==> src/rtl/bias_seq_pkg.sv <==
// Shared types and constants for the bias DAC sequencer.
// Also holds the enabled-register scan used to pick the next word.
package bias_seq_pkg;

  localparam int unsigned WORD_BITS = 10;
  localparam int unsigned NUM_REGS  = 4;
  localparam int unsigned ADDR_W    = 2;
  localparam int unsigned DATA_W    = 8;
  localparam int unsigned SCAN_W    = ADDR_W + 1;

  typedef enum logic [1:0] {
    ST_IDLE  = 2'd0,
    ST_SHIFT = 2'd1,
    ST_GAP   = 2'd2,
    ST_DONE  = 2'd3
  } state_e;

  typedef struct packed {
    logic              found;
    logic [ADDR_W-1:0] idx;
  } reg_sel_t;

  typedef struct packed {
    logic [ADDR_W-1:0] addr;
    logic [DATA_W-1:0] data;
  } bias_word_t;

  // Lowest enabled register index that is >= from; found=0 when none remain.
  function automatic reg_sel_t pick_next(input logic [NUM_REGS-1:0] mask,
                                         input logic [SCAN_W-1:0]   from);
    reg_sel_t sel;
    sel = '0;
    for (int i = NUM_REGS - 1; i >= 0; i--) begin
      if (mask[ADDR_W'(i)] && (SCAN_W'(i) >= from)) begin
        sel.found = 1'b1;
        sel.idx   = ADDR_W'(i);
      end
    end
    return sel;
  endfunction

endpackage

==> src/rtl/bias_word_shifter.sv <==
// Serialises one 10-bit bias word MSB first: scl low then high for CLK_DIV
// cycles per bit, sda changes only as a low phase begins, cs_n frames the word.
module bias_word_shifter
  import bias_seq_pkg::*;
#(
  parameter int unsigned CLK_DIV = 4
) (
  input  logic                 clk,
  input  logic                 reset_n,
  input  logic                 load,
  input  logic                 clear,
  input  logic [WORD_BITS-1:0] word,
  output logic                 scl,
  output logic                 sda,
  output logic                 cs_n,
  output logic                 word_done_c
);

  localparam int unsigned HALF_W = 8;
  localparam int unsigned BIT_W  = 4;
  localparam logic [HALF_W-1:0] HALF_LAST = HALF_W'(CLK_DIV - 1);
  localparam logic [BIT_W-1:0]  BIT_LAST  = BIT_W'(WORD_BITS - 1);

  logic                 active_q;
  logic                 high_q;
  logic [HALF_W-1:0]    half_q;
  logic [BIT_W-1:0]     bit_q;
  logic [WORD_BITS-1:0] shreg_q;
  logic                 half_end_c;

  assign half_end_c  = active_q && (half_q == HALF_LAST);
  assign word_done_c = half_end_c && high_q && (bit_q == BIT_LAST);

  // Half-period and bit counters reload per bit and per word.
  always_ff @(posedge clk or negedge reset_n) begin
    if (!reset_n) begin
      active_q <= 1'b0;
      high_q   <= 1'b0;
      half_q   <= '0;
      bit_q    <= '0;
      shreg_q  <= '0;
      scl      <= 1'b0;
      sda      <= 1'b0;
      cs_n     <= 1'b1;
    end else if (clear) begin
      active_q <= 1'b0;
      high_q   <= 1'b0;
      half_q   <= '0;
      bit_q    <= '0;
      scl      <= 1'b0;
      sda      <= 1'b0;
      cs_n     <= 1'b1;
    end else if (load) begin
      active_q <= 1'b1;
      high_q   <= 1'b0;
      half_q   <= '0;
      bit_q    <= '0;
      shreg_q  <= {word[WORD_BITS-2:0], 1'b0};
      scl      <= 1'b0;
      sda      <= word[WORD_BITS-1];
      cs_n     <= 1'b0;
    end else if (active_q) begin
      if (!half_end_c) begin
        half_q <= half_q + HALF_W'(1);
      end else begin
        half_q <= '0;
        if (!high_q) begin
          high_q <= 1'b1;
          scl    <= 1'b1;
        end else if (word_done_c) begin
          active_q <= 1'b0;
          high_q   <= 1'b0;
          scl      <= 1'b0;
          sda      <= 1'b0;
          cs_n     <= 1'b1;
        end else begin
          high_q  <= 1'b0;
          scl     <= 1'b0;
          bit_q   <= bit_q + BIT_W'(1);
          sda     <= shreg_q[WORD_BITS-1];
          shreg_q <= {shreg_q[WORD_BITS-2:0], 1'b0};
        end
      end
    end
  end

endmodule

==> src/rtl/bias_dac_sequencer.sv <==
// Programs up to four bias registers over a 3-wire serial link, one framed
// word per enabled register, with a cs_n-high gap between consecutive words.
module bias_dac_sequencer
  import bias_seq_pkg::*;
#(
  parameter int unsigned CLK_DIV    = 4,
  parameter int unsigned GAP_CYCLES = 10
) (
  input  logic                       clk,
  input  logic                       reset_n,
  input  logic                       start,
  input  logic                       abort,
  input  logic [NUM_REGS-1:0]        reg_mask,
  input  logic [NUM_REGS*DATA_W-1:0] bias_data,
  output logic                       busy,
  output logic                       done,
  output logic [ADDR_W-1:0]          word_idx,
  output logic                       scl,
  output logic                       sda,
  output logic                       cs_n
);

  localparam int unsigned GAP_W = 10;
  localparam logic [GAP_W-1:0] GAP_LAST = GAP_W'(GAP_CYCLES - 1);

  state_e                      state_q, state_d;
  logic [NUM_REGS-1:0]         mask_q, mask_d;
  logic [NUM_REGS*DATA_W-1:0]  data_q, data_d;
  logic [ADDR_W-1:0]           idx_q, idx_d;
  logic [GAP_W-1:0]            gap_q, gap_d;
  logic                        busy_d, done_d;
  logic                        load_c, clear_c, word_done_c;
  bias_word_t                  word_c;
  reg_sel_t                    first_sel_c, next_sel_c;

  assign first_sel_c = pick_next(reg_mask, '0);
  assign next_sel_c  = pick_next(mask_q, SCAN_W'(idx_q) + SCAN_W'(1));
  assign word_idx    = idx_q;

  // State and snapshot registers.
  always_ff @(posedge clk or negedge reset_n) begin
    if (!reset_n) begin
      state_q <= ST_IDLE;
      mask_q  <= '0;
      data_q  <= '0;
      idx_q   <= '0;
      gap_q   <= '0;
      busy    <= 1'b0;
      done    <= 1'b0;
    end else begin
      state_q <= state_d;
      mask_q  <= mask_d;
      data_q  <= data_d;
      idx_q   <= idx_d;
      gap_q   <= gap_d;
      busy    <= busy_d;
      done    <= done_d;
    end
  end

  // Next-state, word selection and shifter handshake.
  always_comb begin
    state_d = state_q;
    mask_d  = mask_q;
    data_d  = data_q;
    idx_d   = idx_q;
    gap_d   = gap_q;
    load_c  = 1'b0;
    clear_c = 1'b0;
    word_c  = '0;

    case (state_q)
      ST_IDLE: begin
        if (start) begin
          mask_d = reg_mask;
          data_d = bias_data;
          if (first_sel_c.found) begin
            state_d     = ST_SHIFT;
            idx_d       = first_sel_c.idx;
            load_c      = 1'b1;
            word_c.addr = first_sel_c.idx;
            word_c.data = bias_data[DATA_W*first_sel_c.idx +: DATA_W];
          end else begin
            state_d = ST_DONE;
          end
        end
      end
      ST_SHIFT: begin
        if (abort) begin
          clear_c = 1'b1;
          state_d = ST_IDLE;
        end else if (word_done_c) begin
          if (next_sel_c.found) begin
            state_d = ST_GAP;
            gap_d   = '0;
          end else begin
            state_d = ST_DONE;
          end
        end
      end
      ST_GAP: begin
        if (abort) begin
          clear_c = 1'b1;
          state_d = ST_IDLE;
        end else if (gap_q == GAP_LAST) begin
          state_d     = ST_SHIFT;
          idx_d       = next_sel_c.idx;
          load_c      = 1'b1;
          word_c.addr = next_sel_c.idx;
          word_c.data = data_q[DATA_W*next_sel_c.idx +: DATA_W];
        end else begin
          gap_d = gap_q + GAP_W'(1);
        end
      end
      ST_DONE: begin
        state_d = ST_IDLE;
      end
      default: begin
        state_d = ST_IDLE;
      end
    endcase

    busy_d = (state_d == ST_SHIFT) || (state_d == ST_GAP);
    done_d = (state_d == ST_DONE);
  end

  bias_word_shifter #(
    .CLK_DIV (CLK_DIV)
  ) u_shifter (
    .clk         (clk),
    .reset_n     (reset_n),
    .load        (load_c),
    .clear       (clear_c),
    .word        (word_c),
    .scl         (scl),
    .sda         (sda),
    .cs_n        (cs_n),
    .word_done_c (word_done_c)
  );

endmodule

==> config.mk <==
export PLATFORM = sky130hd
export DESIGN_NAME = bias_dac_sequencer
export DESIGN_NICKNAME = d
export VERILOG_FILES = /design/src/rtl/bias_seq_pkg.sv /design/src/rtl/bias_word_shifter.sv /design/src/rtl/bias_dac_sequencer.sv
export SDC_FILE = /design/constraint.sdc
export NUM_CORES = 1
export LEC_CHECK = 0
export BUFFER_PORTS_ARGS = -buffer_cell sky130_fd_sc_hd__buf_4
export CORE_MARGIN = 5
export CORE_UTILIZATION = 45
export CTS_BUF_LIST = sky130_fd_sc_hd__clkbuf_8 sky130_fd_sc_hd__clkbuf_16
export CTS_CLUSTER_DIAMETER = 40
export DETAILED_ROUTE_END_ITERATION = 12
export HOLD_SLACK_MARGIN = 0.05
export PLACE_DENSITY = 0.74
export SLEW_MARGIN = 20
export SYNTH_ARGS = -nofsm -noshare
export SYNTH_HDL_FRONTEND = slang
export SYNTH_SLANG_ARGS = --single-unit
==> constraint.sdc <==
create_clock -name clk -period 2.2 [get_ports clk]
set_clock_uncertainty 0.05 [all_clocks]
set_input_delay 0.44 -clock clk [delete_from_list [all_inputs] [get_ports clk]]
set_output_delay 0.44 -clock clk [all_outputs]
set_load 0.1 [all_outputs]
==> results.cfg <==
[run_status]
run_status = finished with violations
failed_checks = setup timing

[timing]
number_of_max_slew_violations_in_the_final_report = 0
rsz0062_at_grt = true
worst-slew-pin-transition_ps = 737
setup_viol = 2
post-route-worst-setup-slack_ps = -11.6
hold-worst-slack_ps = 91.0
fmax_mhz = 452
hold_violations = 0
worst_slew_margin_rel = 0.509
period_needed_ps = 2210
layout_worst_path_cycle_share = 1.01

[logic_synthesis]
synth_area_leaders = sky130_fd_sc_hd__dfrtp_1 (45%), sky130_fd_sc_hd__mux2_2 (6.9%), sky130_fd_sc_hd__o21ai_0 (5.5%), sky130_fd_sc_hd__nand2_1 (5.0%), sky130_fd_sc_hd__ha_1 (4.1%)
yosys.area.top_type_share = 0.455
post-synth-top-count-cell = sky130_fd_sc_hd__dfrtp_1
postSynthAreaPerCell_um2 = 9.84
combinational_family_with_the_most_area_after_synthesis = simple AND/OR/NAND/NOR gates
yosys.area.top_type = sky130_fd_sc_hd__dfrtp_1
number_of_flops_mapped_to_enable_cells_by_yosys = 0
synth_commonest_cells = sky130_fd_sc_hd__dfrtp_1 (56), sky130_fd_sc_hd__nand2_1 (41), sky130_fd_sc_hd__o21ai_0 (34)
post_synth_mux_area_share = 0.104
most_instantiated_flip_flop_cell_in_the_synthesis_netlist = sky130_fd_sc_hd__dfrtp_1
yosys_warnings = 0
synth.yosys.seq_area_share = 0.463
syn-cell-area_um2 = 3080
flop_and_latch_count_out_of_synthesis = 57
postSynthCellCount = 313
asyncSetResetFlopFracSynth = 1.00
synth_adder_area_share = 0.0406
complex_gate_fraction_of_the_synthesized_area = 0.167
synth-xor-area-share = 0.0256
synth_cell_types = 51
synthSimpleGateAreaFrac = 0.169
postSynthNetCount = 363

[power_and_ir_drop]
power_per_cell_area_nw_per_um2 = 994
swShare = 0.364
power.internal_uw = 2500
power_frac_clock = 0.228
sequentialPowerShare = 0.391
net-switching-power_uw = 1430
leakage_uw = 0.00180
comb_power_share = 0.381
ir_worst_vdd_mv = 0.666

[place]
hpwlAfterDp_um = 4750
place_ws_ps = -70.8
buffer_ports.inserted = 27
replace_congestion = 0.811

[critical_path]
worst_path_max_delay_cell = sky130_fd_sc_hd__or4b_4
setup.worst_path.class = register to register
delay_of_the_slowest_cell_on_the_worst_path_ps = 490
worst-endpoint-arrival_ps = 2390
type_of_destination_of_the_critical_path = register
crit_required_ps = 2380
crit_path_start_kind = register
highest_fanout_seen_on_the_critical_path = 3
path_cells = inv_1 > ha_2 > or4b_4 > nor3_1 > o21ai_0 > a2bb2oi_2 > o22ai_2 > ha_1
crit_buf_inv = 1
crit_family = simple AND/OR/NAND/NOR gates

[routing]
detail-route-antenna-nets = 0
drt-pass1-iter-count = 7
dr_vias_cell = 5.62
dr_total_vias = 2603
drc = 0
routed_wire_length_per_instance_um = 15.4
drt_first_iter_violations = 182
routed_wirelength_um = 7120

[clock_network]
insertion_delay_ps = 340
clk_pin_slew_worst_paths_ps = 60
clock_tree.htree_level_count = 3
tritoncts = done
clockBufferDepth = 2
cts-buffers-inserted = 9
clk_root_buffer_cell = sky130_fd_sc_hd__clkbuf_8
clock_sink_count = 57

[global_route]
globalRouteTotalUtil = 0.176
grt_total_ovfl = 0
antenna_found_initial = 0
grt_max_degree = 58
grt_first_pass_wirelength_um = 12000
first_global_vias = 2609

[floorplanning]
placementRows = 30
die_y_um = 92.7
initial_utilization = 0.458
io-pin-count = 47
dieArea_um2 = 8600
fp.dieW_um = 92.7
core_um2 = 6720

[finish]
synthToLayoutAreaGrowth_pct = 28.2
antenna_cells_inserted = 0
drive_gt1_frac = 0.347
fillCellCount = 555
layout.nets = 429

[hold_path]
min_path_type = primary input to asynchronous set/reset pin

[flow_run]
drv_cap = 0
## stage by stage
step	cells	power, uW	cell area [um2]	util	TNS (ps)
after floorplan	313	2530	3080	-	-134
after CTS	460	3900	3860	0.575	-14.0
final	463	3930	3950	0.588	-21.3
after global routing	463	4150	3950	0.588	-182
after detailed placement	444	2980	3630	0.540	-428
after global placement	444	2930	3630	0.540	-63.6
## worst register-to-register path: stages, from the launching register on
cell                        delay (ps)
sky130_fd_sc_hd__dfrtp_1           380
sky130_fd_sc_hd__inv_1              60
sky130_fd_sc_hd__ha_2              150
sky130_fd_sc_hd__or4b_4            490
sky130_fd_sc_hd__nor3_1            260
sky130_fd_sc_hd__o21ai_0           170
sky130_fd_sc_hd__a2bb2oi_2         180
sky130_fd_sc_hd__o22ai_2            90
sky130_fd_sc_hd__ha_1              280
## state kept, by name, indices dropped and copies added, names as in the netlist
register,cells
busy,1
data_q,16
done,1
gap_q,10
mask_q,1
state_q,2
u_shifter.active_q,1
u_shifter.bit_q,4
u_shifter.cs_n,1
u_shifter.half_q,8
u_shifter.scl,1
u_shifter.sda,1
u_shifter.shreg_q,9
word_idx,1
## routing by layer
layer / GRT usage / up-vias / part of all wire
li1: - / 1252 / -
met1: 0.214 / 1270 / 0.43
met2: 0.295 / 62 / 0.50
met3: 0.0325 / 19 / 0.040
met4: 0.0977 / 0 / 0.028
met5: 0 / - / 0
## logic make-up (layout without fill, tap and decap cells)
logic type	Yosys count	count (layout)
compound gates	80	80
xor+xnor	9	9
fa+ha+maj	10	10
buf+inv	22	92
flops	57	57
mux	29	29
other cells	1	1
simple gates	105	105
## area by class of cell
type | count | area, um2 | share of cell area
Clock buffer | 12 | 165 | 0.0418
Sequential cell | 57 | 1430 | 0.362
Inverter | 7 | 26.3 | 0.00665
Clock inverter | 3 | 15.0 | 0.00380
Tap cell | 80 | 100 | 0.0253
Multi-Input combinational cell | 234 | 1670 | 0.423
Timing Repair Buffer | 70 | 546 | 0.138
## cell usage in the layout, fill, tap and decap left out, drive strengths merged, types with 4 or more instances in the layout
cell     netlist  routed
a2bb2oi        9       9
nand3          9       9
nand2         41      41
a21oi         14      14
mux2i          9       9
o31ai          7       7
and3           6       6
mux2          20      20
ha            10      10
xnor2          4       4
o21ai         34      34
nor2          25      25
buf            4      70
a31oi          4       4
inv            7       7
dfrtp         56      56
xor2           5       5
nor4           4       4
clkbuf        11      12
nand2b         4       4
## final timing paths
kind / from / endpoint / slack (ps) / cells past startpoint
max in group asynchronous: reset_n / u_shifter.scl / 1490 / 1
min in group clk: bias_data[4] / data_q[4] / 290 / 2
hold reg to reg: gap_q[9] / gap_q[9] / 420 / 1
hold / removal: reset_n / u_shifter.bit_q[2] / 90 / 1
setup / recovery: gap_q[1] / busy / -10 / 8
setup reg to reg: gap_q[1] / busy / -10 / 8
## power by group through the flow
stage	clock, uW	sequential (uW)	combinational, uW
5_1_grt	958	1570	1630
4_1_cts	911	1520	1470
2_1_floorplan	0	1710	816
3_5_place_dp	0	1530	1440
3_3_place_gp	0	1520	1410
6_report	896	1530	1500
## repair_timing
| action | in CTS | in global routing |
|---|---|---|
| endpoints found under the setup margin | 9 | 14 |
| setup buffers | 1 | 3 |
| pin swaps | 8 | 5 |
| gates resized for setup | 12 | 14 |
| hold buffers | 0 | 0 |
No activity file was read; power rests on OpenSTA's default activity.
